**src/rtl/serial_out_cmd_pkg.sv**
```systemverilog
// Shared definitions for the serial-out command controller: FSM states,
// control-byte field positions and the host-visible response codes.
package serial_out_cmd_pkg;

  typedef enum logic [2:0] {
    ST_IDLE,
    ST_COLLECT,
    ST_DECODE,
    ST_LOAD,
    ST_START,
    ST_ACK,
    ST_ACK_WAIT
  } state_t;

  localparam int CTRL_START = 0;
  localparam int CTRL_STOP  = 1;
  localparam int CTRL_MODE  = 2;
  localparam int CTRL_CH_LO = 3;
  localparam int CTRL_CH_HI = 6;

  localparam logic [7:0] ACK_BASE     = 8'hA0;
  localparam logic [7:0] NOTIFY_BASE  = 8'hD0;
  localparam logic [7:0] ERR_TIMEOUT  = 8'hE1;
  localparam logic [7:0] ERR_CH       = 8'hE2;
  localparam logic [7:0] ERR_CONFLICT = 8'hE3;
  localparam logic [7:0] ERR_BUSY     = 8'hE4;

  function automatic logic [7:0] idx_code(input logic [7:0] base, input logic [3:0] idx);
    return base | {4'b0000, idx};
  endfunction

endpackage

```
**src/rtl/done_notify_arb.sv**
```systemverilog
// Sticky per-channel done flags with a lowest-index-first grant; the granted
// flag clears on the grant cycle unless a new done for it arrives then.
module done_notify_arb #(
  parameter int CH_NUM = 2
) (
  input  logic              clk,
  input  logic              rst_n,
  input  logic [CH_NUM-1:0] done_tick,
  input  logic              grant,
  output logic              pend_any,
  output logic [3:0]        pend_idx
);

  logic [CH_NUM-1:0] pend_q;
  logic [CH_NUM-1:0] clr_mask;

  always_comb begin
    pend_idx = 4'd0;
    for (int k = CH_NUM - 1; k >= 0; k--) begin
      if (pend_q[k]) pend_idx = 4'(k);
    end
  end

  always_comb begin
    clr_mask = '0;
    for (int k = 0; k < CH_NUM; k++) begin
      clr_mask[k] = grant && (pend_idx == 4'(k));
    end
  end

  assign pend_any = |pend_q;

  // A done arriving on the grant cycle must survive, so OR it in after the clear.
  always_ff @(posedge clk or posedge rst_n) begin
    if (rst_n) pend_q <= '0;
    else       pend_q <= (pend_q & ~clr_mask) | done_tick;
  end

endmodule

```
**src/rtl/serial_out_cmd_ctrl.sv**
```systemverilog
// Packet assembler / dispatcher between the UART and the serial-out channels;
// acknowledges each packet and forwards channel completion notifications.
module serial_out_cmd_ctrl #(
  parameter int DATA_BIT    = 8,
  parameter int PACK_NUM    = 3,
  parameter int CH_NUM      = 2,
  parameter int TIMEOUT_CLK = 10420,
  parameter int TO_BIT      = 14
) (
  input  logic                           clk,
  input  logic                           rst_n,
  input  logic [DATA_BIT-1:0]            i_rx_data,
  input  logic                           i_rx_done_tick,
  input  logic [CH_NUM-1:0]              i_ch_busy,
  input  logic [CH_NUM-1:0]              i_ch_done_tick,
  output logic [DATA_BIT*(PACK_NUM-1)-1:0] o_pattern,
  output logic [CH_NUM-1:0]              o_ch_mode,
  output logic [CH_NUM-1:0]              o_ch_load,
  output logic [CH_NUM-1:0]              o_ch_start,
  output logic [CH_NUM-1:0]              o_ch_stop,
  output logic                           o_tx_start,
  output logic [7:0]                     o_tx_data,
  input  logic                           i_tx_done_tick,
  output logic                           o_overrun_tick
);
  import serial_out_cmd_pkg::*;

  localparam int PW = DATA_BIT * (PACK_NUM - 1);
  localparam int CW = (PACK_NUM > 2) ? $clog2(PACK_NUM) : 1;
  localparam logic [CW-1:0]     CNT_LAST = CW'(PACK_NUM - 1);
  localparam logic [TO_BIT-1:0] TO_LAST  = TO_BIT'(TIMEOUT_CLK - 1);

  state_t              state_q, state_d;
  logic [CW-1:0]       cnt_q;
  logic [TO_BIT-1:0]   to_q;
  logic [PW-1:0]       pat_sh, pat_next, pattern_q;
  logic [6:0]          ctrl_q;
  logic [CH_NUM-1:0]   mode_q;
  logic [7:0]          code_q;

  logic [3:0]          ch;
  logic                start_bit, stop_bit, mode_bit, busy_sel;
  logic [CH_NUM-1:0]   ch_oh;
  logic                dec_err;
  logic [7:0]          dec_code;

  logic                pend_any, grant;
  logic [3:0]          pend_idx;

  logic [CH_NUM-1:0]   load_v, start_v, stop_v;
  logic                tx_start;
  logic [7:0]          tx_data;
  logic                overrun;

  done_notify_arb #(.CH_NUM(CH_NUM)) u_arb (
    .clk       (clk),
    .rst_n     (rst_n),
    .done_tick (i_ch_done_tick),
    .grant     (grant),
    .pend_any  (pend_any),
    .pend_idx  (pend_idx)
  );

  // First received byte ends up in the MSB byte after PACK_NUM-1 shifts.
  if (PACK_NUM > 2) begin : g_shift
    assign pat_next = {pat_sh[PW-DATA_BIT-1:0], i_rx_data};
  end else begin : g_single
    assign pat_next = i_rx_data;
  end

  assign ch        = ctrl_q[CTRL_CH_HI:CTRL_CH_LO];
  assign start_bit = ctrl_q[CTRL_START];
  assign stop_bit  = ctrl_q[CTRL_STOP];
  assign mode_bit  = ctrl_q[CTRL_MODE];

  always_comb begin
    ch_oh    = '0;
    busy_sel = 1'b0;
    for (int k = 0; k < CH_NUM; k++) begin
      ch_oh[k] = (ch == 4'(k));
      if (ch == 4'(k)) busy_sel = i_ch_busy[k];
    end
  end

  always_comb begin
    dec_err  = 1'b1;
    dec_code = ERR_CH;
    if ({1'b0, ch} >= 5'(CH_NUM)) begin
      dec_code = ERR_CH;
    end else if (start_bit && stop_bit) begin
      dec_code = ERR_CONFLICT;
    end else if (start_bit && busy_sel) begin
      dec_code = ERR_BUSY;
    end else begin
      dec_err  = 1'b0;
      dec_code = ACK_BASE;
    end
  end

  always_ff @(posedge clk or posedge rst_n) begin
    if (rst_n) state_q <= ST_IDLE;
    else       state_q <= state_d;
  end

  always_comb begin
    state_d  = state_q;
    load_v   = '0;
    start_v  = '0;
    stop_v   = '0;
    tx_start = 1'b0;
    tx_data  = code_q;
    grant    = 1'b0;
    overrun  = 1'b0;
    case (state_q)
      ST_IDLE: begin
        if (i_rx_done_tick) begin
          state_d = ST_COLLECT;
        end else if (pend_any) begin
          grant    = 1'b1;
          tx_start = 1'b1;
          tx_data  = idx_code(NOTIFY_BASE, pend_idx);
          state_d  = ST_ACK_WAIT;
        end
      end
      ST_COLLECT: begin
        if (i_rx_done_tick) begin
          if (cnt_q == CNT_LAST) state_d = ST_DECODE;
        end else if (to_q == TO_LAST) begin
          state_d = ST_ACK;
        end
      end
      ST_DECODE: begin
        overrun = i_rx_done_tick;
        state_d = dec_err ? ST_ACK : ST_LOAD;
      end
      ST_LOAD: begin
        overrun = i_rx_done_tick;
        if (stop_bit) stop_v = ch_oh;
        else          load_v = ch_oh;
        state_d = ST_START;
      end
      ST_START: begin
        overrun = i_rx_done_tick;
        if (start_bit) start_v = ch_oh;
        state_d = ST_ACK;
      end
      ST_ACK: begin
        overrun  = i_rx_done_tick;
        tx_start = 1'b1;
        state_d  = ST_ACK_WAIT;
      end
      ST_ACK_WAIT: begin
        overrun = i_rx_done_tick;
        if (i_tx_done_tick) state_d = ST_IDLE;
      end
      default: state_d = ST_IDLE;
    endcase
  end

  always_ff @(posedge clk or posedge rst_n) begin
    if (rst_n) begin
      cnt_q     <= '0;
      to_q      <= '0;
      pat_sh    <= '0;
      ctrl_q    <= '0;
      pattern_q <= '0;
      mode_q    <= '0;
      code_q    <= '0;
    end else begin
      case (state_q)
        ST_IDLE: begin
          if (i_rx_done_tick) begin
            pat_sh <= pat_next;
            cnt_q  <= CW'(1);
            to_q   <= '0;
          end else if (pend_any) begin
            code_q <= idx_code(NOTIFY_BASE, pend_idx);
          end
        end
        ST_COLLECT: begin
          if (i_rx_done_tick) begin
            to_q <= '0;
            if (cnt_q == CNT_LAST) begin
              ctrl_q <= i_rx_data[6:0];
            end else begin
              pat_sh <= pat_next;
              cnt_q  <= cnt_q + CW'(1);
            end
          end else if (to_q == TO_LAST) begin
            code_q <= ERR_TIMEOUT;
          end else begin
            to_q <= to_q + TO_BIT'(1);
          end
        end
        ST_DECODE: begin
          // Pattern/mode commit here so they are already stable during the load strobe.
          if (dec_err) begin
            code_q <= dec_code;
          end else if (!stop_bit) begin
            pattern_q <= pat_sh;
            for (int k = 0; k < CH_NUM; k++) begin
              if (ch == 4'(k)) mode_q[k] <= mode_bit;
            end
          end
        end
        ST_START: code_q <= idx_code(ACK_BASE, ch);
        default: ;
      endcase
    end
  end

  assign o_pattern      = pattern_q;
  assign o_ch_mode      = mode_q;
  assign o_ch_load      = load_v;
  assign o_ch_start     = start_v;
  assign o_ch_stop      = stop_v;
  assign o_tx_start     = tx_start;
  assign o_tx_data      = tx_data;
  assign o_overrun_tick = overrun;

endmodule

```
**config.mk**
```make
export PLATFORM = sky130hd
export DESIGN_NAME = serial_out_cmd_ctrl
export DESIGN_NICKNAME = d
export VERILOG_FILES = /design/src/rtl/serial_out_cmd_pkg.sv /design/src/rtl/done_notify_arb.sv /design/src/rtl/serial_out_cmd_ctrl.sv
export SDC_FILE = /design/constraint.sdc
export NUM_CORES = 1
export LEC_CHECK = 0
export CAP_MARGIN = 20
export CELL_PAD_IN_SITES_DETAIL_PLACEMENT = 1
export CELL_PAD_IN_SITES_GLOBAL_PLACEMENT = 2
export CORE_MARGIN = 2
export CORE_UTILIZATION = 38
export DETAILED_ROUTE_END_ITERATION = 6
export PLACE_DENSITY_LB_ADDON = 0.3
export SLEW_MARGIN = 20
export SYNTH_ARGS = -nofsm -noshare
export SYNTH_HDL_FRONTEND = slang
export SYNTH_HIERARCHICAL = 1
export SYNTH_SLANG_ARGS = --single-unit
```
**constraint.sdc**
```tcl
create_clock -name clk -period 4.61 [get_ports clk]
set_input_delay 0.922 -clock clk [delete_from_list [all_inputs] [get_ports clk]]
set_output_delay 0.922 -clock clk [all_outputs]
set_load 0.01 [all_outputs]
```
==> flow_metrics.py, run 1 <==
metrics = {
    "run_status": {
        "status": "completed",
    },
    "drt": {
        "ant_nets": 0,
        "wl_per_cell_um": 17.13,
        "drc_errors": 0,
        "finalWirelength_mm": 8.258,
        "firstDrtPassIters": 4,
        "dr.first_iter.drc_count": 68,
        "num_vias": 2606,
        "via_per_inst": 5.407,
    },
    "logic_synthesis": {
        "yosysWarnings": 6,
        "avgSynthCellArea_um2": 11.12,
        "async_reset_ff_frac": 1.000,
        "synthFlopType": "dfrtp_1",
        "synth_cell_type_count": 60,
        "netlist_area_um2": 3525,
        "yosysTopAreaCell": "dfrtp_1",
        "ys_seq_elements": 70,
        "synth.most_common_cell": "dfrtp_1",
        "synth-edff-count": 0,
        "ys_seq_area_frac": 0.4970,
        "postSynthCellCount": 317,
        "synthTopCellsByArea": "dfrtp_1, mux2_2, nand2_1",
        "synth_top_cells_by_count": "dfrtp_1, mux2_2, nand2_1, nor2_1, o21ai_0",
        "synth_top_cell_area_share": 0.4970,
    },
    "final_layout": {
        "layout-drive-gt1-share": 0.2291,
        "multi_input_area_um2": 1650,
        "register_area_um2": 1752,
        "num-fill-cells": 1017,
        "diodes": 0,
        "area_growth_syn_to_layout_pct": 22.22,
        "fin_nets": 384,
    },
    "cts": {
        "cts_buffers": 9,
        "clockBufferDepth": 2,
        "postCtsSetupBuffers": 0,
        "cts-root-buf": "clkbuf_8",
        "clk_latency_ps": 350,
        "cts_sinks": 70,
        "hold_buffers": 0,
        "cts_tree": "built",
        "cts_htree_levels": 3,
        "ctsResizeCount": 0,
        "clk_pin_slew_ps": 90,
    },
    "critical_path": {
        "criticalPathCategory": "input pin to primary output",
        "r2r-end": "pat_sh[4]",
        "required_ps": 3690,
        "setup.worst_path.start_class": "input pin",
        "r2r_cells": 5,
        "crit_path_start": "i_rx_done_tick",
        "r2r_start": "state_q[2]",
        "cp.arrival_ps": 3260,
        "crit_path_end": "o_tx_data[2]",
        "r2r_slack_ps": 1780,
        "critPathCaptureType": "primary output",
        "crit_fanout": 11,
    },
    "floorplan": {
        "die_h_um": 100.3,
        "top_level_ports": 50,
        "die_area_um2": 10060,
        "coreArea_um2": 9109,
        "initial_core_util": 0.3870,
        "row_count": 35,
        "die_x_um": 100.3,
    },
    "placement": {
        "io_buffer_count": 49,
        "gp_congestion": 0.7667,
        "hpwlAfterDp_mm": 5.828,
    },
    "global_routing": {
        "grt_pass1_wl_mm": 13.88,
        "grtUsageTotal": 0.1756,
        "grt_pass1_vias": 2780,
        "antenna_found_initial": 0,
        "grt_max_degree": 46,
        "gr-total-overflow": 0,
    },
    "timing": {
        "grt_setup_unrepaired": "no",
        "hold_viol_final": 0,
        "setup_tns_ps": 0,
        "min_period_ps": 4179,
        "fmax_mhz": 239.3,
        "slew_violations": 0,
        "finalClockSkew_ps": 9.509,
        "setup_viol": 0,
        "max_slew_margin": 0.3553,
        "timing.final.crit_share": 0.9066,
        "worst_pin_slew_ps": 965.6,
    },
    "job": {
        "drv_cap": 0,
    },
    "min_path": {
        "hold_class": "register to register",
    },
    "pwr": {
        "p_leak_nw": 1.833,
        "power_mw": 2.715,
        "powerDensity_nw_per_um2": 630.3,
        "ir_drop_mv": 0.2583,
    },
}
layout by cell type (no fill, tap or decap), types with 6 or more instances in the layout:
master and instances:
dfrtp_1 70, xor2_1 8, nand3_1 7, o21ai_0 14, nor2_1 23, nor3_1 6, inv_1 6, buf_4 6
mux2_2 42, nand2_1 28, o2111ai_1 6, clkbuf_8 9, clkdlybuf4s50_1 49, a21oi_1 7
area by class of cell:
type / count / share of cell area
well taps: 111 / 0.03224
inverters: 7 / 0.006099
clock inverters: 7 / 0.01888
clock buffers: 9 / 0.02875
repair buffers: 55 / 0.1243
flip-flops and latches: 70 / 0.4066
multi-input cells: 223 / 0.3831
worst max-delay path, stage by stage:
cell and delay (ps):
clkdlybuf4s50_1 550, nor3_1 120, a221oi_2 340, and3_1 510, mux2_4 340, clkdlybuf4s50_1 470
worst min-delay path by stage:
stage | to | startpoint | slack, ps | depth (start not counted)
floorplan | code_q[7] | code_q[7] | 420 | 1
global route | code_q[7] | code_q[7] | 500 | 1
detailed placement | code_q[7] | code_q[7] | 460 | 1
CTS | code_q[7] | code_q[7] | 480 | 1
global placement | code_q[7] | code_q[7] | 450 | 1
finish | code_q[7] | code_q[7] | 470 | 1
cells by family (layout without fill, tap and decap cells):
family / Yosys count / in the layout / synth area share
other cells: 1 / 3 / 0.001064
buf+inv: 26 / 78 / 0.03692
xor+xnor: 8 / 8 / 0.01988
mux: 47 / 47 / 0.1541
fa+ha+maj: 3 / 3 / 0.009939
simple gates: 110 / 110 / 0.1715
flops: 70 / 70 / 0.4970
compound gates: 52 / 52 / 0.1097
flip-flops by register name, summed over array words and instances, names as in the netlist:
| register | count |
|---|---|
| code_q | 8 |
| o_ch_mode | 2 |
| u_arb/pend_q | 2 |
| o_pattern | 16 |
| pat_sh | 16 |
| state_q | 3 |
| cnt_q | 2 |
| ctrl_q | 7 |
| to_q | 14 |
through the flow:
step	setup slack [ps]	instance area [um^2]	util	cells	hold WS (ps)
after floorplan	1700	3532	-	319	423.9
after global placement	444.7	4103	0.4504	466	448.9
after detailed placement	402.2	4103	0.4504	466	457.2
after CTS	394.5	4308	0.4729	482	478.1
after global routing	230.9	4308	0.4729	482	499.5
final	430.7	4308	0.4729	482	473.6
metal layers:
metal | vias up | routed length (um) | part of all wire | global-route usage
met1 | 1317 | 4136 | 0.50 | 0.2441
met4 | 0 | 135 | 0.016 | 0.06849
met3 | 13 | 226 | 0.027 | 0.03064
met5 | - | 0 | 0 | 0
li1 | 1234 | - | - | -
met2 | 42 | 3760 | 0.46 | 0.2741
power by group:
| group | internal, mW | switching (mW) | total, mW |
|---|---|---|---|
| registers | 0.846 | 0.164 | 1.01 |
| logic | 0.613 | 0.566 | 1.18 |
| clock network | 0.257 | 0.269 | 0.526 |
| total | 1.72 | 0.999 | 2.72 |
Note: power is estimated with default switching activity, not from simulation.
==> run 2, diff against run 1 <==
--- a/config.mk
+++ b/config.mk
@@ -9,8 +9,9 @@
 export CELL_PAD_IN_SITES_DETAIL_PLACEMENT = 1
 export CELL_PAD_IN_SITES_GLOBAL_PLACEMENT = 2
 export CORE_MARGIN = 2
-export CORE_UTILIZATION = 38
+export CORE_UTILIZATION = 44
 export DETAILED_ROUTE_END_ITERATION = 6
+export DONT_BUFFER_PORTS = 1
 export PLACE_DENSITY_LB_ADDON = 0.3
 export SLEW_MARGIN = 20
 export SYNTH_ARGS = -nofsm -noshare
==> run 2 against run 1 <==
Register-to-register slack worse by 50 ps. Fmax is 16% higher. Cell area is 13% lower. Non-clock buffer count is 54 lower. Hold slack worse by 160 ps. First-iteration DRC count is 40% higher. Highest routed layer unchanged. Total power is 10% lower. Critical endpoint unchanged. Sequential cell count stayed put. Utilization is 1.5 points higher. Critical path depth is 1 lower. Largest power group is now registers.
==> flow_metrics.py, run 2 (synthesized netlist as in run 1, its figures left out) <==
metrics = {
    "timing": {
        "grt_setup_unrepaired": "no",
        "fmax_mhz": 276.7,
        "min_period_ps": 3614,
        "timing.final.crit_share": 0.7840,
        "max_slew_margin": 0.4808,
        "hold_viol_final": 0,
        "finalClockSkew_ps": 7.898,
        "setup_viol": 0,
        "slew_violations": 0,
        "worst_pin_slew_ps": 778.8,
        "setup_tns_ps": 0,
    },
    "cts": {
        "hold_buffers": 0,
        "cts_buffers": 9,
        "clk_latency_ps": 340,
        "cts_tree": "built",
        "cts-root-buf": "clkbuf_8",
        "postCtsSetupBuffers": 0,
        "clk_pin_slew_ps": 80,
        "ctsResizeCount": 0,
        "cts_sinks": 70,
        "clockBufferDepth": 2,
        "cts_htree_levels": 3,
    },
    "final_layout": {
        "layout-drive-gt1-share": 0.2524,
        "layout_common_cells": "dfrtp_1, mux2_2, nand2_1",
        "fin_nets": 330,
        "final_common_cell": "dfrtp_1",
        "area_growth_syn_to_layout_pct": 6.922,
        "diodes": 0,
    },
    "global_routing": {
        "grt_pass1_wl_mm": 12.72,
        "grt_max_degree": 42,
        "antenna_found_initial": 0,
        "grt_pass1_vias": 2524,
        "gr-total-overflow": 0,
        "grtUsageTotal": 0.1862,
    },
    "pwr": {
        "p_leak_nw": 1.629,
        "ir_drop_mv": 0.3481,
        "power_mw": 2.430,
        "powerDensity_nw_per_um2": 644.9,
    },
    "floorplan": {
        "top_level_ports": 50,
        "die_area_um2": 8742,
        "die_h_um": 93.50,
        "row_count": 32,
        "coreArea_um2": 7727,
        "die_x_um": 93.50,
        "initial_core_util": 0.4561,
    },
    "critical_path": {
        "cp.arrival_ps": 2690,
        "critPathCaptureType": "primary output",
        "cp_slowest_stage_delay_ps": 720,
        "cpMaxStageDelayCell": "dfrtp_1",
        "criticalPathCategory": "register to primary output",
        "setup.worst_path.start_class": "register",
        "required_ps": 3690,
        "cp_num_buf_inv": 0,
        "path_cells": "or2_1 -> o32ai_2 -> a221oi_2 -> and3_1 -> mux2_4",
        "crit_family": "simple AND/OR/NAND/NOR gates",
        "crit_fanout": 20,
    },
    "placement": {
        "hpwlAfterDp_mm": 5.308,
        "gp_congestion": 0.7833,
        "io_buffer_count": 0,
    },
    "drt": {
        "via_per_inst": 5.709,
        "finalWirelength_mm": 7.583,
        "dr.first_iter.drc_count": 95,
        "ant_nets": 0,
        "drc_errors": 0,
        "num_vias": 2392,
        "wl_per_cell_um": 18.10,
        "firstDrtPassIters": 4,
    },
    "run_status": {
        "status": "completed",
    },
    "job": {
        "drv_cap": 0,
    },
    "min_path": {
        "hold_class": "input pin to async pin",
    },
}
## run 2: final timing paths
| kind | start | to | slack (ps) | cells past startpoint |
|---|---|---|---|---|
| worst max register to register | state_q[2] | pat_sh[4] | 1730 | 4 |
| worst min-delay path | rst_n | u_arb/pend_q[0] | 310 | 1 |
| worst max-delay path | state_q[2] | o_tx_data[2] | 1000 | 5 |
| max in group asynchronous | rst_n | o_pattern[12] | 3110 | 2 |
| worst min register to register | code_q[7] | code_q[7] | 470 | 1 |
| min in group clk | code_q[7] | code_q[7] | 470 | 1 |
## run 2: cell type report
cell class                      instances  area, um^2
Clock buffer                           10       137.6
Clock inverter                          6       67.56
Fill cell                             836        3959
Inverter                                7       26.28
Multi-Input combinational cell        223        1650
Sequential cell                        70        1752
Tap cell                              102       127.6
Timing Repair Buffer                    1       7.507
## run 2: power by group
part / switching [mW] / leakage (nW) / internal [mW] / total [mW]
Sequential: 0.251 / 0.875 / 0.846 / 1.10
Combinational: 0.432 / 0.656 / 0.386 / 0.818
Clock: 0.248 / 0.0993 / 0.268 / 0.516
## run 2: worst reg2reg max path, cell delays in order, from the launching register on
cell,delay (ps)
dfrtp_1,600
nor2_1,630
and2_1,520
nand2_1,560
mux2_2,450
## run 2: layer usage
metal	share of wire	GRT usage	vias up
met5	0	0	-
met4	0.0061	0.04044	0
met3	0.055	0.06205	4
met2	0.47	0.2926	45
met1	0.47	0.2516	1213
li1	-	-	1130
## run 2: metrics by stage
stage / std cells / cell area, um^2 / hold WS [ps] / setup WS (ps) / util
floorplan: 319 / 3532 / 423.9 / 1700 / -
global placement: 403 / 3563 / 444.1 / 1417 / 0.4611
detailed placement: 403 / 3563 / 445.4 / 1367 / 0.4611
CTS: 419 / 3769 / 291.8 / 985.4 / 0.4877
global route: 419 / 3769 / 288.6 / 804.4 / 0.4877
finish: 419 / 3769 / 313.1 / 995.9 / 0.4877
